File: config.mk
export PLATFORM = sky130hd
export DESIGN_NAME = vga_scan_driver
export DESIGN_NICKNAME = d
export VERILOG_FILES = /design/src/rtl/vga_scan_driver.sv
export SDC_FILE = /design/constraint.sdc
export NUM_CORES = 1
export LEC_CHECK = 0
export ABC_AREA = 1
export BUFFER_PORTS_ARGS = -buffer_cell sky130_fd_sc_hd__buf_2
export CORE_MARGIN = 1
export CORE_UTILIZATION = 35
export CTS_CLUSTER_DIAMETER = 80
export DETAILED_ROUTE_END_ITERATION = 6
export GPL_TIMING_DRIVEN = 1
export PLACE_DENSITY = 0.56
export SYNTH_ARGS = -nofsm -noshare
export SYNTH_HDL_FRONTEND = slang
export SYNTH_SLANG_ARGS = --single-unit
File: constraint.sdc
create_clock -name clk -period 4.05 [get_ports clk]
set_input_delay 0.405 -clock clk [delete_from_list [all_inputs] [get_ports clk]]
set_output_delay 0.405 -clock clk [all_outputs]
set_load 0.01 [all_outputs]
File: src/rtl/vga_scan_driver.sv
// 640x480@60 scan driver: free-running x/y counters, sync decode, registered sync/pixel output.
// Define VGA_FRAME_COUNTER_EN to build the 8-bit frame counter; otherwise frame_cnt is tied to 0.
module vga_scan_driver #(
  parameter int H_ACTIVE         = 640,
  parameter int H_FRONT          = 16,
  parameter int H_SYNC           = 96,
  parameter int H_BACK           = 48,
  parameter int V_ACTIVE         = 480,
  parameter int V_FRONT          = 10,
  parameter int V_SYNC           = 2,
  parameter int V_BACK           = 33,
  parameter int SYNC_ACTIVE_HIGH = 0
) (
  input  logic       clk,
  input  logic       rst_n,
  output logic [9:0] x,
  output logic [9:0] y,
  output logic       active,
  output logic       line_start,
  output logic       frame_start,
  input  logic       ov_draw,
  input  logic [5:0] ov_rgb,
  input  logic [5:0] bg_rgb,
  output logic       hsync,
  output logic       vsync,
  output logic [5:0] rgb_out,
  output logic [7:0] frame_cnt
);

  localparam int H_TOTAL = H_ACTIVE + H_FRONT + H_SYNC + H_BACK;
  localparam int V_TOTAL = V_ACTIVE + V_FRONT + V_SYNC + V_BACK;

  localparam logic [9:0] H_LAST   = 10'(H_TOTAL - 1);
  localparam logic [9:0] V_LAST   = 10'(V_TOTAL - 1);
  localparam logic [9:0] H_ACT    = 10'(H_ACTIVE);
  localparam logic [9:0] V_ACT    = 10'(V_ACTIVE);
  localparam logic [9:0] HS_FIRST = 10'(H_ACTIVE + H_FRONT);
  localparam logic [9:0] HS_LAST  = 10'(H_ACTIVE + H_FRONT + H_SYNC - 1);
  localparam logic [9:0] VS_FIRST = 10'(V_ACTIVE + V_FRONT);
  localparam logic [9:0] VS_LAST  = 10'(V_ACTIVE + V_FRONT + V_SYNC - 1);
  localparam logic       SYNC_ON  = (SYNC_ACTIVE_HIGH != 0);
  localparam logic       SYNC_OFF = ~SYNC_ON;

  logic [9:0] x_q, x_d;
  logic [9:0] y_q, y_d;
  logic       x_wrap;
  logic       hs_win, vs_win;
  logic       hsync_q, hsync_d;
  logic       vsync_q, vsync_d;
  logic [5:0] rgb_q, rgb_d;

  assign x           = x_q;
  assign y           = y_q;
  assign active      = (x_q < H_ACT) && (y_q < V_ACT);
  assign line_start  = (x_q == 10'd0);
  assign frame_start = (x_q == 10'd0) && (y_q == 10'd0);
  assign hsync       = hsync_q;
  assign vsync       = vsync_q;
  assign rgb_out     = rgb_q;

  always_comb begin
    // NOTE: every signal driven here gets a default first, so no path can infer a latch.
    x_d     = x_q + 10'd1;
    y_d     = y_q;
    x_wrap  = (x_q == H_LAST);
    hs_win  = (x_q >= HS_FIRST) && (x_q <= HS_LAST);
    vs_win  = (y_q >= VS_FIRST) && (y_q <= VS_LAST);
    hsync_d = hs_win ? SYNC_ON : SYNC_OFF;
    vsync_d = vs_win ? SYNC_ON : SYNC_OFF;
    rgb_d   = 6'b000000;

    if (x_wrap) begin
      x_d = 10'd0;
      y_d = (y_q == V_LAST) ? 10'd0 : y_q + 10'd1;
    end

    if (active) begin
      rgb_d = ov_draw ? ov_rgb : bg_rgb;
    end
  end

  // Sync and colour share this one stage so they leave the block mutually aligned.
  always_ff @(posedge clk or negedge rst_n) begin
    if (!rst_n) begin
      x_q     <= 10'd0;
      y_q     <= 10'd0;
      hsync_q <= SYNC_OFF;
      vsync_q <= SYNC_OFF;
      rgb_q   <= 6'b000000;
    end else begin
      // NOTE: state registers use non-blocking assignment so every flop samples pre-edge values.
      x_q     <= x_d;
      y_q     <= y_d;
      hsync_q <= hsync_d;
      vsync_q <= vsync_d;
      rgb_q   <= rgb_d;
    end
  end

`ifdef VGA_FRAME_COUNTER_EN
  logic       frame_wrap;
  logic [7:0] frame_cnt_q;

  assign frame_wrap = x_wrap && (y_q == V_LAST);
  assign frame_cnt  = frame_cnt_q;

  always_ff @(posedge clk or negedge rst_n) begin
    if (!rst_n) begin
      frame_cnt_q <= 8'h00;
    end else if (frame_wrap) begin
      frame_cnt_q <= frame_cnt_q + 8'h01;
    end
  end
`else
  assign frame_cnt = 8'h00;
`endif

endmodule

==> results list, run 1 <==
* Run status: finished, violations left
* Failing checks: DRC
- In this run the mean area of a mapped cell was 8.09 um2.
* Net Sw Frac: 0.205
- Number of ports placed on the die boundary: 54
- After clock tree synthesis, the clock-pin slew on the worst setup and hold paths is 100 ps.
- CTS built an H-tree with a depth of 1.
- The synthesized design contains 0 enable-type register cells.
- Of the total synthesized cell area, the portion taken by XOR and XNOR cells is 0.0427.
- For the final database, setup skew stands at 6.73 ps.
* Synth Area in Simple Gates: 0.282
- Of the total synthesized cell area, the portion taken by full adders, half adders and majority gates is 0.0305.
- Unrepaired setup endpoints after global routing: false
- Vias in the first global route: 1125
* CTS tree: built
- Fin nets: 266
- Total global-route track usage: 0.143
- The worst register-to-register path has a setup slack of 2570 ps.
* N_diodes: 0
* Worst setup path class: reg -> out
* Residual antenna-violating net count after detailed routing: 0
- Cell Rows: 24
- Count leader, synth: sky130_fd_sc_hd__nand2_1
* Synthesis Warnings: 0
- The initial antenna violation count came to 0.
- Vias post-DR: 1363
- Number of clock sinks: 28
* Total wire length after detailed routing: 3420 um
- Headroom to the max-slew limit came out at 0.578.
- Flip-flop cell with the highest count after synthesis: sky130_fd_sc_hd__dfrtp_1
- Biggest area consumer among synthesized cells: sky130_fd_sc_hd__dfrtp_1
* Sequential cell area fraction in the yosys report: 0.428
* Leakage: 1.09 nW
- The share of total power dissipated in sequential elements is 0.530.
* Die span in x: 70.5 um
* Placeable core region: 0.00444 mm2
- The root buffer cell chosen for the clock tree is sky130_fd_sc_hd__clkbuf_8.
- By count the netlist is led by sky130_fd_sc_hd__nand2_1 (36), sky130_fd_sc_hd__nor2_1 (31), sky130_fd_sc_hd__inv_1 (28).
* Number of pins with negative max-slew slack in the final report: 0
- Data arrival time at the worst-slack endpoint: 1550 ps
* Number of vias per cell after detailed routing: 4.57
- The wire-length estimate of the detail-placed layout is 2580 um.
- For this run, the top clock speed supported by timing is 512 MHz.
* Detailed Routing Iterations Pass 1: 6
- After the first detailed-routing iteration, the DRC count stood at 112.
- Yosys reg bits: 28
* Peak supply drop: 0.167 mV
- Async set-reset flop share out of synthesis: 1.00
- Kind of end point of the critical path: output port
* Power density relative to cell area: 278 mW/mm2
- Transition time at the pin with the least slew margin: 633 ps
- For the worst-skew pair, the clock arrives at the later sink with an insertion delay of 280 ps.
- Summing all flip-flop and latch instances after layout gives 703 um2.
* Classification of the worst-slack hold path: in -> async
- After routing, the total negative slack on setup checks comes to 0 ps.
- The tool flagged a number of max-cap violations equal to 0.
- Post-synthesis compound-gate area fraction: 0.0495
- The share of synthesized area in the top cell type comes to 0.396.
* # setup viols final: 0
- Worst setup slack before clock tree synthesis: 2370 ps
- Leading post-synthesis cells by cell area: sky130_fd_sc_hd__dfrtp_1 (40%), sky130_fd_sc_hd__nand2_1 (8.2%), sky130_fd_sc_hd__nor2_1 (7.1%)
- Cell count after synthesis: 203
* # Post-CTS Setup Buffers: 0
- Worst setup margin: 2090 ps
- In the final layout, the share of cells above drive strength 1 is 0.260.
- Gates resized during post-CTS repair numbered 0.
- Drc violations: 4
- Post-synthesis mux area share: 0.0366
- The number of clock buffers added by TritonCTS is 3.
- Switching power: 0.110 mW
* Area added between synthesis and finish: 18.0%
- Pin count of the biggest net entering global routing: 29
* Min cycle time layout: 1960 ps
- Number of input and output port buffers inserted: 45
* Starting density of the core: 0.369
* Combined area of the multi-input logic cells: 754 um2
* Area of the mapped netlist: 0.00164 mm2
* Internal Dissipation: 0.428 mW
- The share of total power dissipated in combinational logic is 0.054.
- After detailed routing, the average wire length per cell comes to 11.5 um.
- Fill cell total of the finished layout: 490
* Final Hold Viols: 0
- The clock passes through at most 2 buffers.
* Largest family of logic cells by synthesized area: simple AND/OR/NAND/NOR gates
- Unique cell type count in the Yosys netlist: 33
* Height of the die: 70.5 um
- Along the worst path, the maximum fanout reaches 5.
- Data required time of the critical path: 3640 ps
- Of the available clock period, the critical path in the final layout requires 0.483.
* Final estimated routing congestion in global placement: 0.780
- The number of hold buffers added after CTS was 0.
* Crit path launch type: flop
- Share of power burned in the clock network: 0.416
* Grt total ovfl: 0
- Die area: 0.00497 mm2
* Power, Total: 0.538 mW
- The first global-routing pass estimated 5510 um of wire.
## power by group through the flow
stage	Combinational, mW	Sequential, mW	Clock, mW
after floorplan	0.0159	0.293	0
after global placement	0.0300	0.290	0
after detailed placement	0.0302	0.290	0
after CTS	0.0302	0.285	0.233
after global routing	0.0333	0.285	0.243
final	0.0292	0.285	0.224
## registers in the layout (all words and copies together) (netlist names)
register / count
hsync: 1
y: 10
vsync: 1
rgb_out: 6
x: 10
## cell type report
| type | instances | share of cell area |
|---|---|---|
| Tap cell | 52 | 0.0336 |
| Clock buffer | 3 | 0.0213 |
| Multi-Input combinational cell | 138 | 0.390 |
| Inverter | 31 | 0.0607 |
| Timing Repair Buffer | 45 | 0.116 |
| Clock inverter | 1 | 0.0155 |
| Sequential cell | 28 | 0.363 |
## kinds of logic (layout without fill, tap and decap cells)
family          count (synthesis)  after routing
simple gates                   98             98
buf+inv                        44             80
flops                          28             28
compound gates                 14             14
xor+xnor                        8              8
mux                             6              6
fa+ha+maj                       4              4
other cells                     1              8
## final timing paths
| kind | start | to | cells after the start |
|---|---|---|---|
| min | rst_n | x[9]$_DFF_PN0_ | 1 |
| max in group asynchronous | rst_n | y[0]$_DFFE_PN0N_ | 1 |
| min reg2reg | x[0]$_DFF_PN0_ | x[0]$_DFF_PN0_ | 1 |
| max reg2reg | x[0]$_DFF_PN0_ | y[9]$_DFFE_PN0N_ | 8 |
| min in group clk | bg_rgb[2] | rgb_out[2]$_DFF_PN0_ | 3 |
| max | y[7]$_DFFE_PN0N_ | frame_start | 6 |
## layer usage
metal,routed length (um),global-route usage
met1,1670,0.199
met2,1590,0.224
met3,131,0.0274
met4,31,0.0408
met5,0,0
## stage by stage
stage                     instances   util  area [um2]  hold WS [ps]
after floorplan                 210      -        1670           109
after global placement          294  0.420        1870           475
after detailed placement        294  0.420        1870           478
after CTS                       298  0.436        1940           162
after global routing            298  0.436        1940           189
final                           298  0.436        1940           138
## critical path, cell delays in order (launching register included)
cell,delay [ps]
sky130_fd_sc_hd__dfrtp_1,440
sky130_fd_sc_hd__inv_1,130
sky130_fd_sc_hd__nand2_1,60
sky130_fd_sc_hd__nor3_1,270
sky130_fd_sc_hd__nand4_1,140
sky130_fd_sc_hd__nor2_1,100
sky130_fd_sc_hd__buf_2,130
## cell usage in the layout (no fill, tap or decap), types with 3 or more instances in the layout
master and instances:
sky130_fd_sc_hd__nand2_2 3, sky130_fd_sc_hd__nand4_1 4, sky130_fd_sc_hd__clkbuf_8 3, sky130_fd_sc_hd__dfrtp_1 26, sky130_fd_sc_hd__ha_1 4, sky130_fd_sc_hd__inv_1 28, sky130_fd_sc_hd__mux2i_1 6, sky130_fd_sc_hd__nor2_1 31
sky130_fd_sc_hd__o21ai_0 7, sky130_fd_sc_hd__buf_2 45, sky130_fd_sc_hd__nor2_2 3, sky130_fd_sc_hd__conb_1 8, sky130_fd_sc_hd__nand3_1 13, sky130_fd_sc_hd__nand2_1 36, sky130_fd_sc_hd__xor2_1 6
No activity file was read; power rests on OpenSTA's default activity.
==> run 2: changes to the inputs <==
--- a/config.mk
+++ b/config.mk
@@ -12,7 +12,7 @@
 export CTS_CLUSTER_DIAMETER = 80
 export DETAILED_ROUTE_END_ITERATION = 6
 export GPL_TIMING_DRIVEN = 1
-export PLACE_DENSITY = 0.56
+export PLACE_DENSITY = 0.58
 export SYNTH_ARGS = -nofsm -noshare
 export SYNTH_HDL_FRONTEND = slang
 export SYNTH_SLANG_ARGS = --single-unit
==> constraint.sdc (replaced) <==
create_clock -name clk -period 1.74 [get_ports clk]
set_input_delay 0.174 -clock clk [delete_from_list [all_inputs] [get_ports clk]]
set_output_delay 0.174 -clock clk [all_outputs]
set_load 0.01 [all_outputs]
==> run 2 against run 1 <==
Net effect: the flow still finishes with violations (DRC); core utilization is 1.6 points higher; worst setup slack worse by 2000 ps; clock-buffer cell count stayed put; cell count is 2.3% higher; global-route usage is 0.061 points higher; final area is 3.7% higher; clock power is 130% higher; sequential cell count stayed put; die area stayed put; largest power group unchanged.
==> results list, run 2 (synthesis results as in run 1) <==
* Die area: 0.00497 mm2
- Power density relative to cell area: 625 mW/mm2
- Counting both buffers and inverters, the worst setup path holds a total of 2.
* Worst path slowest cell: sky130_fd_sc_hd__dfrtp_2
- For flop-to-flop paths, the worst setup slack is 210 ps.
- Hold timing on the final database bottoms out at a slack of 141 ps.
- Launch point of the worst reg-to-reg path: x[0]$_DFF_PN0_
- Cell Rows: 24
* Classification of the worst-slack hold path: in -> reg
* Total wire length after detailed routing: 3380 um
* Period utilisation layout: 0.936
* Leakage: 1.12 nW
- Peak per-stage delay on the critical path: 430 ps
- Number of clock sinks: 28
* Pin count of the biggest net entering global routing: 29
- Peak supply drop: 0.263 mV
- CTS tree: built
- The number of hold violations in the final report came to 0.
- Failing checks: DRC
- After detailed routing, no signal wire sits above met4.
- In this run the standard cell core region covers 0.00444 mm2.
- Fill cell total of the finished layout: 455
- Fraction of layout instances using a drive strength above 1: 0.296
- Height of the die: 70.5 um
* Die span in x: 70.5 um
- For the worst-skew pair, the clock arrives at the later sink with an insertion delay of 280 ps.
- The worst setup path is captured at an output port.
- The critical path goes through inv_1, nand2_2, nor3_4, nand4_1, nor2_1, buf_2.
- For this configuration, the core starts out at a cell density of 0.369.
* Accumulated negative setup slack: 0 ps
- The setup path with the least slack is of type reg -> out.
* Drc violations: 6
- After clock tree synthesis, the clock-pin slew on the worst setup and hold paths is 100 ps.
* Met3 WL: 207 um
- In the global route stage, overall resource usage came out at 0.143.
* N_diodes: 0
- The area growth from synthesis to layout is 22.3%.
- First-pass GRT wire length: 5560 um
- Routed met2 length: 1510 um
- Vias post-DR: 1402
* Crit path launch type: flop
* Number of vias per cell after detailed routing: 4.60
- Path depth of the worst reg2reg path: 8
- The flow ran to the end, but the final reports show violations.
* Routed metal-1 wire length: 1600 um
- Fin nets: 273
- At the pin with the least slew margin, the transition time is 607 ps.
- Mean routed wirelength per cell: 11.1 um
- Number of input and output port buffers inserted: 45
- Number of pins with negative max-slew slack in the final report: 0
- The kind of cell with the highest combined delay along the critical path is simple AND/OR/NAND/NOR gates.
- Highest clock rate: 614 MHz
- Leaving out fill and tap cells, the most frequent cell in the layout is sky130_fd_sc_hd__buf_2.
- Detailed Routing Iterations Pass 1: 6
* Data required time of the critical path: 1570 ps
* Data arrival time at the worst-slack endpoint: 1460 ps
- The congestion estimate from routability-driven global placement came to 0.852.
- Capture endpoint of the worst hold path: rgb_out[2]$_DFF_PN0_
* Bufs on Longest Clock Path: 2
- Detailed placement finished with a half-perimeter wire length of 2540 um.
* Number of ports placed on the die boundary: 54
- The number of global-route vias before repair came to 1203.
- Highest-count cells in the layout ignoring fill and taps: sky130_fd_sc_hd__buf_2 (45), sky130_fd_sc_hd__nand2_1 (35), sky130_fd_sc_hd__nor2_1 (31)
* Layout Utilization: 0.452
* Startpoint of the tightest hold check path: bg_rgb[2]
- In this run the worst path has a maximum fanout of 4.
- In this run the number of H-tree levels came out at 1.
* Worst Clk Skew: 4.07 ps
- In this run, CTS created clock tree buffers numbering 3.
- Setup violations remaining at the end of the flow were counted as 0.
- Grt total ovfl: 0
- The initial antenna violation count came to 0.
- Min cycle time layout: 1630 ps
- Along the worst hold path, the cell count comes to 3.
- Number of DRC markers in iteration 0: 120
- Root buffer cell: sky130_fd_sc_hd__clkbuf_8
* R2r endpoint: y[6]$_DFFE_PN0N_
- In this run the tightest slew margin relative to its limit is 0.595.
* Residual antenna-violating net count after detailed routing: 0
* Max_cap viols: 0
[run 2: cell type report]
cell class / instances / area (um2) / area share
multi-input combinational: 138 / 768 / 0.383
clock inverter: 1 / 30.0 / 0.0150
tap: 52 / 65.1 / 0.0324
timing repair buffer: 52 / 280 / 0.140
clock buffer: 3 / 41.3 / 0.0206
inverter: 31 / 118 / 0.0586
sequential: 28 / 706 / 0.351
[run 2: worst register-to-register path: cells and delay by family (launching register included)]
family | cells | cell delay, ps
compound gates | 1 | 90
fa+ha+maj | 1 | 220
buf+inv | 2 | 310
flops | 1 | 430
simple gates | 4 | 380
[run 2: metal layers]
metal  global-route usage  vias to the layer above
li1                     -                      722
met1                0.205                      622
met2                0.213                       53
met3               0.0231                        5
met4               0.0612                        0
met5                    0                        -
[run 2: how the worst max path moves through the flow]
stage	cells after the start	slack, ps	startpoint	to
after floorplan	8	360	x[0]$_DFF_PN0_	y[9]$_DFFE_PN0N_
after global placement	6	270	y[7]$_DFFE_PN0N_	frame_start
after detailed placement	8	270	x[0]$_DFF_PN0_	y[9]$_DFFE_PN0N_
after CTS	6	70	y[7]$_DFFE_PN0N_	frame_start
after global routing	6	-8	y[6]$_DFFE_PN0N_	frame_start
final	6	110	y[6]$_DFFE_PN0N_	frame_start
[run 2: stage by stage]
step	instance area (um2)	worst slack (ps)	instances	total power [mW]
floorplan	1670	363	210	0.719
global placement	1870	270	294	0.745
detailed placement	1870	267	294	0.746
CTS	1950	72.0	299	1.27
global route	2010	-7.51	305	1.32
finish	2010	111	305	1.25
[run 2: power breakdown]
part | switching, mW | internal [mW]
clock | 0.214 | 0.308
combinational | 0.0406 | 0.0285
sequential | 0.00240 | 0.661
total | 0.257 | 0.998
[run 2: timing repair]
item                                    CTS  global route
setup buffers                             0             6
resized for setup                         1             5
endpoints found under the setup margin    1             1
pin swaps                                 0             2
hold buffers                              1             0
endpoints found under the hold margin    26             0
==> run 3: changes to the inputs <==
--- a/config.mk
+++ b/config.mk
@@ -8,11 +8,12 @@
 export ABC_AREA = 1
 export BUFFER_PORTS_ARGS = -buffer_cell sky130_fd_sc_hd__buf_2
 export CORE_MARGIN = 1
-export CORE_UTILIZATION = 35
+export CORE_UTILIZATION = 47
+export CTS_BUF_LIST = sky130_fd_sc_hd__clkbuf_4 sky130_fd_sc_hd__clkbuf_8
 export CTS_CLUSTER_DIAMETER = 80
 export DETAILED_ROUTE_END_ITERATION = 6
 export GPL_TIMING_DRIVEN = 1
-export PLACE_DENSITY = 0.58
+export PLACE_DENSITY = 0.75
 export SYNTH_ARGS = -nofsm -noshare
 export SYNTH_HDL_FRONTEND = slang
 export SYNTH_SLANG_ARGS = --single-unit
==> run 3 against run 2 <==
Net effect: the run still ends with DRC left; die area is 25% lower; hold slack worse by 62 ps; critical path depth stayed put; clock power is 37% lower; clock-buffer cell count is 1 higher; register-to-register slack worse by 30 ps; largest cell class unchanged.
==> results list, run 3 (synthesis results as in run 1) <==
- The flow ran to the end, but the final reports show violations.
* Failing checks: DRC
- Worst setup path class: reg -> out
* Peak per-stage delay on the critical path: 470 ps
* Launch point of the worst reg-to-reg path: x[0]$_DFF_PN0_
- Relative to the synthesized area, the layout overhead comes to 19.5%.
- The die is 61.1 um wide.
- Across all layers, the routed design uses 1439 vias.
* Residual antenna-violating net count after detailed routing: 0
- In this run the critical register-to-register path is captured at y[0]$_DFFE_PN0N_.
- The congestion estimate from routability-driven global placement came to 0.858.
- After detailed routing, the number of remaining DRC violations is 2.
- The clock reaches the later pin of the worst-skew pair after 330 ps.
- Vias in the first global route: 1157
* Transition time at the pin with the least slew margin: 619 ps
* Total global-route track usage: 0.188
- Number of vias per cell after detailed routing: 4.83
* Root buffer cell: sky130_fd_sc_hd__clkbuf_4
- TritonCTS built the clock tree.
* Number of pins with negative max-slew slack in the final report: 0
- 0 antenna diodes ended up in the layout.
- Worst path slowest cell: sky130_fd_sc_hd__dfrtp_2
- For the worst flop-to-flop path, the logic depth is 7.
- The routed design has 3260 um of wire.
- Data arrival time at the worst-slack endpoint: 1520 ps
- Most common cell after layout, fill and taps aside: sky130_fd_sc_hd__buf_2
* Classification of the worst-slack hold path: in -> reg
- The die is 61.1 um tall.
- Combined area of the multi-input logic cells: 773 um2
- Highest-count cells in the layout ignoring fill and taps: sky130_fd_sc_hd__buf_2 (45), sky130_fd_sc_hd__nand2_1 (35), sky130_fd_sc_hd__nor2_1 (31)
- Min cycle time layout: 1700 ps
* Critical-path cell list: inv_2, nand2_2, nor3_4, nand4_1, nor2_1, buf_2
- Max_cap viols: 0
- Final std cell area, no fill: 0.00196 mm2
- The region available for standard cell placement spans 0.00334 mm2.
* Startpoint of the worst setup timing path: y[6]$_DFFE_PN0N_
- Grt total ovfl: 0
- Crit path launch type: flop
* Starting density of the core: 0.492
* Data required time of the critical path: 1570 ps
- Cell Rows: 21
* Detailed placer's ending HPWL: 2480 um
- Number of ports placed on the die boundary: 54
- Number of DRC markers in iteration 0: 72
- Pin count of the biggest net entering global routing: 29
* Mean routed wirelength per cell: 10.9 um
- In this run the number of H-tree levels came out at 1.
- Fill cells in the final layout number 327.
- Number of CTS-inserted buffers: 3
- Final Hold Viols: 0
* Worst Clk Skew: 2.32 ps
- Bufs on Longest Clock Path: 2
* Register Area: 704 um2
- The most critical setup path has its endpoint at frame_start.
- The worst setup path is captured at an output port.
- Of the cells placed in the final design, the portion with a size suffix greater than 1 is 0.294.
* Leakage: 1.11 nW
- In the final design database the tool counted 272 nets.
- After detailed placement, the total cell area comes to 0.00186 mm2.
- During placement, the flow inserted port buffers numbering 45.
- Die area: 0.00373 mm2
* # setup viols final: 0
- Period utilisation layout: 0.975
- After routing, the total negative slack on setup checks comes to 0 ps.
- Power density relative to cell area: 542 mW/mm2
- Setup repair after global routing could not meet its margin everywhere.
* Peak supply drop: 0.261 mV
* Clock slew at the register clock pins of the worst setup and hold paths: 150 ps
- Flop2flop setup slack: 180 ps
- Largest driver fanout on the critical path: 6
- Initial antenna violation count: 0
- The first detailed-routing pass took 6 iterations.
- Number of clock sinks: 28
- First-pass GRT wire length: 5230 um
- Worst slew margin: 0.587
- Static timing analysis puts the maximum clock frequency at 589 MHz.
-- run 3: cell count changes in the layout (fill, tap and decap cells not counted), sizes merged --
cell,before,now
clkbuf,3,4
buf,51,50
bufinv,1,0
-- run 3: critical path: cells and delay by family (launching register included) --
family / cells / cell delay (ps)
flip-flops: 1 / 470
AND/OR/NAND/NOR: 4 / 500
buffers and inverters: 2 / 220
-- run 3: how the worst min path moves through the flow --
stage                          from                    to  slack (ps)  cells past startpoint
after global routing      bg_rgb[0]  rgb_out[0]$_DFF_PN0_         110                      3
after CTS                 bg_rgb[0]  rgb_out[0]$_DFF_PN0_          80                      3
after global placement        rst_n      y[6]$_DFFE_PN0N_         230                      1
after floorplan               rst_n  rgb_out[0]$_DFF_PN0_        -120                      0
after detailed placement      rst_n      y[6]$_DFFE_PN0N_         220                      1
final                     bg_rgb[0]  rgb_out[0]$_DFF_PN0_          80                      3
-- run 3: power by group --
| part | switching (mW) | total (mW) | internal, mW | leakage, nW |
|---|---|---|---|---|
| clock | 0.200 | 0.329 | 0.128 | 0.0210 |
| sequential | 0.00224 | 0.664 | 0.661 | 0.354 |
| combinational | 0.0413 | 0.0699 | 0.0286 | 0.731 |
-- run 3: routing by layer --
layer | global-route usage | vias to the layer above | part of all wire
met3 | 0.0210 | 5 | 0.053
met4 | 0.0682 | 0 | 0.016
met1 | 0.253 | 668 | 0.46
li1 | - | 715 | -
met2 | 0.311 | 51 | 0.47
met5 | 0 | - | 0
-- run 3: what timing repair did --
item	in CTS	in global routing
hold buffers	1	0
gates resized for setup	1	6
hold endpoints to repair	26	0
buffers inserted	0	5
setup endpoints to repair	1	1
pin swaps	0	3
-- run 3: area by class of cell --
class / count / share of cell area
Multi-Input combinational cell: 138 / 0.394
Sequential cell: 28 / 0.359
Timing Repair Buffer: 51 / 0.139
Inverter: 31 / 0.0599
Tap cell: 46 / 0.0293
Clock buffer: 4 / 0.0185
-- run 3: stage by stage --
step	worst slack [ps]	hold slack [ps]	power [mW]	cells	utilization
3_5_place_dp	274	224	0.746	288	0.557
3_3_place_gp	294	226	0.744	288	0.557
2_1_floorplan	363	-122	0.719	210	-
5_1_grt	-82.6	105	1.10	298	0.588
4_1_cts	13.1	83.4	1.07	293	0.572
6_report	43.3	79.4	1.06	298	0.588
